## config.mk

```make
export PLATFORM = sky130hd
export DESIGN_NAME = gage_ingage_decipher
export DESIGN_NICKNAME = d
export VERILOG_FILES = /design/src/rtl/gage_cipher_pkg.sv /design/src/rtl/gage_sat_counter.sv /design/src/rtl/gage_ingage_decipher.sv
export SDC_FILE = /design/constraint.sdc
export NUM_CORES = 1
export LEC_CHECK = 0
export CAP_MARGIN = 20
export CORE_AREA = 5 5 115 117
export CTS_BUF_LIST = sky130_fd_sc_hd__clkbuf_8
export CTS_CLUSTER_DIAMETER = 50
export DETAILED_ROUTE_END_ITERATION = 10
export DIE_AREA = 0 0 120 122
export PLACE_DENSITY = 0.86
export SKIP_LAST_GASP = 1
export SYNTH_ARGS = -nofsm -noshare
export SYNTH_HDL_FRONTEND = slang
export SYNTH_SLANG_ARGS = --single-unit
```

## constraint.sdc

```tcl
create_clock -name clk -period 14.1 [get_ports clk]
set_input_delay 2.115 -clock clk [delete_from_list [all_inputs] [get_ports clk]]
set_output_delay 2.115 -clock clk [all_outputs]
set_load 0.05 [all_outputs]
```

## src/rtl/gage_cipher_pkg.sv

```systemverilog
// Shared definitions for the gage/ingage cipher cores: state encoding, default sizes
// and the XOR inverse transform used by the decipher datapath.
package gage_cipher_pkg;

    localparam int GAGE_BLOCK_SIZE = 64;
    localparam int GAGE_KEY_SIZE   = 64;
    localparam int GAGE_CNT_W      = 8;
    // Transform operates on a wide container so any BLOCK_SIZE up to this fits.
    localparam int GAGE_MAX_W      = 1024;

    typedef enum logic {
        IDLE       = 1'b0,
        PROCESSING = 1'b1
    } gage_state_e;

    function automatic logic [GAGE_MAX_W-1:0] inv_transform(
        input logic [GAGE_MAX_W-1:0] block,
        input logic [GAGE_MAX_W-1:0] key
    );
        return block ^ key ^ {GAGE_MAX_W{1'b1}};
    endfunction

endpackage

```

## src/rtl/gage_sat_counter.sv

```systemverilog
// Saturating up-counter with enable; sticks at all-ones instead of wrapping.
module gage_sat_counter #(
    parameter int W = 8
) (
    input  logic         clk,
    input  logic         reset,
    input  logic         en,
    output logic [W-1:0] count
);

    always_ff @(posedge clk or posedge reset) begin
        if (reset) begin
            count <= '0;
        end else if (en && (count != {W{1'b1}})) begin
            count <= count + W'(1);
        end
    end

endmodule

```

## src/rtl/gage_ingage_decipher.sv

```systemverilog
// Receive-side decipher core: fixed-latency recovery of plaintext from one ciphertext block.
// Optional keyed variant selected by defining DECIPHER_KEY_WHITEN_EN.
module gage_ingage_decipher
    import gage_cipher_pkg::*;
#(
    parameter int BLOCK_SIZE = GAGE_BLOCK_SIZE,
    parameter int KEY_SIZE   = GAGE_KEY_SIZE,
    parameter int LATENCY    = 2,
    parameter int DROP_W     = 8
) (
    input  logic                  clk,
    input  logic                  reset,
    input  logic                  start,
    input  logic [KEY_SIZE-1:0]   key,
    input  logic [BLOCK_SIZE-1:0] ciphertext,
    output logic                  ready,
    output logic [BLOCK_SIZE-1:0] plaintext,
    output logic                  done,
    output logic                  busy,
    output logic [DROP_W-1:0]     drop_cnt
);

    // Handshake: a block is accepted on any rising edge where start=1 and ready=1;
    // done pulses for one cycle when plaintext updates; starts seen while busy are dropped
    // and counted, never queued.

    if (LATENCY < 1 || LATENCY > 255) begin : g_bad_latency
        $error("gage_ingage_decipher: LATENCY must be in 1..255");
    end

    gage_state_e             state, next_state;
    logic [GAGE_CNT_W-1:0]   cnt;
    logic [BLOCK_SIZE-1:0]   ct_reg;
    logic [KEY_SIZE-1:0]     key_reg;
    logic [BLOCK_SIZE-1:0]   key_mask;
    logic                    accept, finish, drop;
    logic                    unused_key;

`ifdef DECIPHER_KEY_WHITEN_EN
    if (KEY_SIZE < BLOCK_SIZE) begin : g_bad_key
        $error("gage_ingage_decipher: KEY_SIZE must be >= BLOCK_SIZE for key whitening");
    end
    assign key_mask = key_reg[BLOCK_SIZE-1:0];
`else
    assign key_mask = '0;
`endif

    // Key bits outside the mask (or the whole key in the unkeyed build) are intentionally idle.
    assign unused_key = ^key_reg;

    assign ready = (state == IDLE);
    assign busy  = (state == PROCESSING);

    always_ff @(posedge clk or posedge reset) begin
        if (reset) begin
            state <= IDLE;
        end else begin
            state <= next_state;
        end
    end

    always_comb begin
        next_state = state;
        accept     = 1'b0;
        finish     = 1'b0;
        drop       = 1'b0;
        case (state)
            IDLE: begin
                if (start) begin
                    accept     = 1'b1;
                    next_state = PROCESSING;
                end
            end
            PROCESSING: begin
                drop = start;
                if (cnt == '0) begin
                    finish     = 1'b1;
                    next_state = IDLE;
                end
            end
            default: next_state = IDLE;
        endcase
    end

    always_ff @(posedge clk or posedge reset) begin
        if (reset) begin
            cnt       <= '0;
            ct_reg    <= '0;
            key_reg   <= '0;
            plaintext <= '0;
            done      <= 1'b0;
        end else begin
            done <= finish;
            if (accept) begin
                ct_reg  <= ciphertext;
                key_reg <= key;
                cnt     <= GAGE_CNT_W'(LATENCY - 1);
            end else if (busy && (cnt != '0)) begin
                cnt <= cnt - GAGE_CNT_W'(1);
            end
            if (finish) begin
                plaintext <= BLOCK_SIZE'(inv_transform(GAGE_MAX_W'(ct_reg), GAGE_MAX_W'(key_mask)));
            end
        end
    end

    gage_sat_counter #(.W(DROP_W)) u_drop_cnt (
        .clk   (clk),
        .reset (reset),
        .en    (drop),
        .count (drop_cnt)
    );

endmodule

```

==> impl_metrics.py <==
metrics = {
    "timing": {
        "fin_crit_ns": 4.13,
        "rsz0062_at_grt": "no",
        "worst_pin_slew_ns": 0.689,
        "finalClockSkew_ns": 0.0116,
        "max_freq_ghz": 0.242,
        "period_share_pct": 29.3,
        "tns_ns": 0,
        "finalHoldViolations": 0,
        "setup_viol": 0,
        "slew_headroom_pct": 53.4,
        "finalWorstSetupSlack_ns": 9.97,
        "drv_slew": 0,
    },
    "synthesis": {
        "synth_fp_nets": 701,
        "postSynthAreaPerCell_um2": 10.3,
        "synthArstFlopShare_pct": 100,
        "synth_warnings": 0,
        "synth_area_um2": 5850,
        "synth_seq_cells": 146,
        "ys_types": 36,
        "yosys_most_used_dff": "dfrtp_1",
        "synth-edff-count": 0,
        "synthesis.instances": 567,
        "synth_seq_area_share_pct": 62.5,
    },
    "worst_setup_path": {
        "crit_buf_inv": 2,
        "worstPathRequired_ns": 11.98,
        "cp_top_family": "buffers and inverters",
        "cp_cell_sequence": "inv_1 > clkdlybuf4s50_1",
        "end_kind": "primary output",
        "path_max_fanout": 12,
        "crit_type": "flip-flop to primary output",
        "slowest_delay_ns": 0.84,
        "cpMaxStageDelayCell": "clkdlybuf4s50_1",
        "start_kind": "flip-flop",
        "arrival_ns": 2.02,
    },
    "global_routing": {
        "grt_pass1_vias": 4403,
        "grt_use_total_pct": 18.2,
        "grt_max_degree": 91,
        "grt_pass1_wl_mm": 21.2,
        "antenna_found_initial": 0,
        "overflow": 0,
    },
    "die": {
        "dieWidth_um": 120,
        "pin_count": 206,
        "die_height_um": 122,
        "rows": 41,
        "core_um2": 12300,
        "start_util_pct": 47.7,
        "die_area_um2": 14600,
    },
    "drt": {
        "met1_length_mm": 5.20,
        "met3RoutedLength_um": 887,
        "vias_per_cell": 4.97,
        "drtIter0Drc": 420,
        "routed_wl_mm": 12.6,
        "route.detailed.drc": 0,
        "via_count": 4305,
        "dr_wl_met2_mm": 6.28,
        "wire_per_inst_um": 14.5,
        "routed.top_layer": "met4",
        "ant_nets": 0,
        "drtPass1Iterations": 4,
    },
    "hold_path": {
        "hp-class": "flip-flop to flip-flop",
    },
    "power": {
        "total_leakage_power_nw": 3.71,
        "power_density_nw_per_um2": 245,
        "vdd_drop_max_mv": 0.134,
        "finalPower_mw": 1.89,
    },
    "final_layout": {
        "fillers": 987,
        "final_common_cell": "nand2_1",
        "mostFrequentLayoutCells": "nand2_1 (263), dfrtp_1 (146), clkdlybuf4s50_1 (141)",
        "drive_gt1_share_pct": 14.2,
        "nets": 838,
        "multi_input_area_um2": 1960,
        "ff_latch_area_um2": 3650,
        "antenna_cells": 0,
        "areaGrowthSynthToFinish_pct": 31.6,
        "final_cells": 867,
    },
    "clocking": {
        "worstSkewPairLatency_ns": 0.43,
        "numCtsBuffers": 17,
        "cts_resized": 0,
        "h-tree-depth": 4,
        "tritoncts": "yes",
        "clockBufferDepth": 2,
        "path_clk_slew_ns": 0.07,
        "ctsHoldBuffers": 0,
        "cts_setup_buffers": 0,
        "root_buffer": "clkbuf_8",
        "clock-sinks": 146,
    },
    "placed_design": {
        "dpl.cell_count": 833,
        "hpwl_mm": 8.48,
        "port_buffers": 141,
        "place_ws_ns": 9.92,
        "routabilityCongestion": 0.824,
    },
    "status": {
        "status": "completed",
    },
    "flow_run": {
        "maxCapViolCount": 0,
    },
}
cell usage after synthesis, types with 2 or more instances:
cell      number  area (um2)
a21oi_1        6        30.0
nand3_1        4        20.0
mux2_2         4        45.0
mux2i_1        3        30.0
nor2_1         3        11.3
inv_1          7        26.3
o21ai_2       60         526
o21ai_0        2        10.0
a31oi_1        2        12.5
nor3_1         2        10.0
nand2_1      264         991
o21ai_1        4        20.0
and3_1         4        25.0
nand4_1        2        12.5
dfrtp_1      146        3650
clkbuf_1      12        45.0
ha_1           3        37.5
buf_6         14         158
nor2b_1        3        18.8
nor4_1         4        25.0
buf_1          3        11.3
worst paths after layout:
kind,from,end,slack [ns],depth (start not counted)
setup / recovery,busy,ready,9.97,2
hold / removal,ct_reg[62],plaintext[62],0.45,1
setup reg to reg,cnt[2],plaintext[37],11.35,6
hold reg to reg,ct_reg[62],plaintext[62],0.45,1
max in group asynchronous,reset,plaintext[57],10.90,4
min in group asynchronous,reset,plaintext[61],2.10,2
worst register-to-register path, stage by stage, from the launching register on:
cell     delay [ns]
dfrtp_1        0.44
or4_4          0.60
or4b_4         0.75
buf_4          0.34
buf_16         0.24
nand2_1        0.20
o21ai_2        0.06
metrics by stage:
step	area, um2	hold slack [ns]	util, %
2_1_floorplan	5850	0.423	-
3_3_place_gp	7280	0.433	59.4
3_5_place_dp	7280	0.440	59.4
4_1_cts	7640	0.449	62.3
5_1_grt	7690	0.467	62.8
6_report	7690	0.447	62.8
kinds of logic (layout without fill, tap and decap cells):
kind of cell	count (synthesis)	after routing	share of synthesized area, %
mux	7	7	1.28
simple gates	293	293	20.2
compound gates	81	81	11.1
xor+xnor	1	1	0.150
buf+inv	36	186	4.11
flops	146	146	62.5
fa+ha+maj	3	3	0.642
cell type report:
class | count | area share [%]
Tap cell | 150 | 2.44
Sequential cell | 146 | 47.5
Clock inverter | 11 | 0.943
Timing Repair Buffer | 147 | 19.5
Multi-Input combinational cell | 385 | 25.5
Inverter | 7 | 0.407
Clock buffer | 21 | 3.76
power breakdown:
part           switching, mW  internal (mW)  total (mW)
combinational          0.553          0.293       0.846
clock                  0.142          0.153       0.295
sequential             0.137          0.608       0.745
total                  0.832           1.05        1.89
per-layer routing:
layer	track usage, %	vias up
met3	6.41	12
li1	-	2111
met2	29.2	136
met4	6.73	0
met1	22.8	2046
met5	0	-
Note: power is estimated with default switching activity, not from simulation.
==> patch, RTL diff (same settings) <==
`DROP_W`: 8 -> 7.
--- a/src/rtl/gage_ingage_decipher.sv
+++ b/src/rtl/gage_ingage_decipher.sv
@@ -6,7 +6,7 @@
     parameter int BLOCK_SIZE = GAGE_BLOCK_SIZE,
     parameter int KEY_SIZE   = GAGE_KEY_SIZE,
     parameter int LATENCY    = 2,
-    parameter int DROP_W     = 8
+    parameter int DROP_W     = 7
 ) (
     input  logic                  clk,
     input  logic                  reset,
Interface: changed (resized drop_cnt); port bits go from 206 to 205. The function was not compared with the original's and may differ.
==> patch against the original RTL <==
Power decreased by 3.0%; sequential power fell by 2%; wire length decreased by 4.5%; count of clock-buffer cells in the layout is 1 higher; design area shrank 2.3%; sequential cell count decreased by 1; hold slack worse by 0.93 ps; setup slack improved by 62 ps; area after synthesis decreased by 1.7%; critical path type unchanged; largest cell class unchanged; highest routed layer unchanged.
==> patch: results (changes against the original RTL) <==
Vias in the first global route - 4277 (was 4403)
Origin of the critical flop-to-flop path - cnt[0] (was cnt[2])
CTS HTree Levels - 4 (unchanged)
Synth warn - 0 (unchanged)
Crit path max fanout - 11 (was 12)
Max Used Layer - met4 (unchanged)
Final Net Count - 821 (was 838)
Clk Tree Root Cell - clkbuf_8 (unchanged)
GPL Wtd Cong - 0.788 (was 0.824)
Post-CTS Resized - 0 (unchanged)
Final Skew - 9.89 ps (was 11.6 ps)
Hold path startpoint - ct_reg[60] (was ct_reg[62])
Leakage - 3.62 nW (was 3.71 nW)
Slew @ Worst Pin - 898 ps (was 689 ps)
CTS Buffer Depth - 2 (unchanged)
Dominant cells by area after synthesis - dfrtp_1 (63%), nand2_1 (17%), o21ai_2 (9.1%) (was dfrtp_1 (62%), nand2_1 (17%), o21ai_2 (9.0%))
Pin count of the biggest net entering global routing - 76 (was 91)
CP startpoint - busy (unchanged)
Initial core utilization - 46.9% (was 47.7%)
Initial drt markers - 426 (was 420)
Fillers - 994 (was 987)
Post-synth net total - 687 (was 701)
Ys async rst share - 100% (unchanged)
First-pass GRT wire length - 19900 um (was 21200 um)
Routed vias - 4202 (was 4305)
Worst vdd ir - 117 uV (was 134 uV)
Share of layout cells above drive strength 1 - 14.6% (was 14.2%)
Status - finished clean (unchanged)
Clock-pin slew on the worst setup and hold paths - 70 ps (about the same)
Post-synth top flop - dfrtp_1 (unchanged)
Synth cell types - 36 (unchanged)
Initial antenna violation count - 0 (unchanged)
Post-DP HPWL - 8330 um (was 8480 um)
DRC violations left - 0 (unchanged)
Met2 WL post-DR - 6090 um (was 6280 um)
Hold Crit Class - reg -> reg (unchanged)
Post-CTS setup buffers - 0 (unchanged)
Synth cell count leaders - nand2_1 (262), dfrtp_1 (145), o21ai_2 (60), buf_6 (14), clkbuf_1 (12) (was nand2_1 (264), dfrtp_1 (146), o21ai_2 (60), buf_6 (14), clkbuf_1 (12))
Wl on met1 - 4920 um (was 5200 um)
Routed length on met3 - 759 um (was 887 um)
Drt first pass iters - 4 (unchanged)
TritonCTS buffer count - 17 (unchanged)
CP arrival - 1960 ps (was 2020 ps)
Post-Route WL - 12000 um (was 12600 um)
GRT Total Usage - 17.0% (was 18.2%)
Inserted Diodes - 0 (unchanged)
Seq/Total Area, Yosys - 63.1% (was 62.5%)
Port bufs - 140 (was 141)
Clock Latency Late Sink - 440 ps
==> patch: cell families (layout without fill, tap and decap cells) <==
kind of cell / Yosys count / after routing / synth area share [%]
adders and majority gates: 3 / 3 / 0.653
DFF: 145 / 145 / 63.1
AOI/OAI and AO/OA: 79 / 79 / 11.5
and+or+nand+nor: 285 / 285 / 19.6
xor gates and xnor gates: 3 / 3 / 0.457
buffers and inverters: 35 / 181 / 4.11
muxes: 3 / 3 / 0.566
==> patch: path summary, 6_finish.rpt <==
| path | end | slack, ps | cells past startpoint |
|---|---|---|---|
| setup / recovery | ready | 10030 | 2 |
| hold / removal | plaintext[60] | 450 | 1 |
| setup reg to reg | cnt[1] | 11100 | 8 |
| hold reg to reg | plaintext[60] | 450 | 1 |
| max in group asynchronous | ct_reg[57] | 10590 | 3 |
| min in group asynchronous | plaintext[47] | 2140 | 2 |
==> patch: cell type report <==
| class | instances | area [sq um] | share of cell area (%) |
|---|---|---|---|
| clock buffer | 22 | 303 | 4.03 |
| clock inverter | 9 | 42.5 | 0.566 |
| inverter | 6 | 27.5 | 0.366 |
| multi-input combinational | 373 | 1890 | 25.2 |
| sequential | 145 | 3630 | 48.3 |
| tap | 150 | 188 | 2.50 |
| timing repair buffer | 144 | 1430 | 19.0 |
==> patch: metrics by stage <==
step                      area (sq um)  worst slack [ps]  instances
after floorplan                   5750              8090        553
after global placement            7170              9970        818
after detailed placement          7170              9920        818
after CTS                         7510              9990        849
after global routing              7510              9930        849
final                             7510             10030        849
==> patch: layer usage <==
metal,track usage (%),up-vias
li1,-,2045
met1,20.4,2023
met2,28.2,111
met3,5.52,23
met4,7.30,0
met5,0,-
==> patch: where the power goes <==
part / total, mW / switching [mW] / internal, mW
Clock: 0.284 / 0.144 / 0.140
Sequential: 0.731 / 0.129 / 0.603
Combinational: 0.813 / 0.530 / 0.283
Total: 1.83 / 0.803 / 1.03
==> patch: worst max-delay path, stage by stage (launching register included) <==
cell and delay (ps):
dfrtp_1 540, inv_1 160, clkdlybuf4s50_1 820
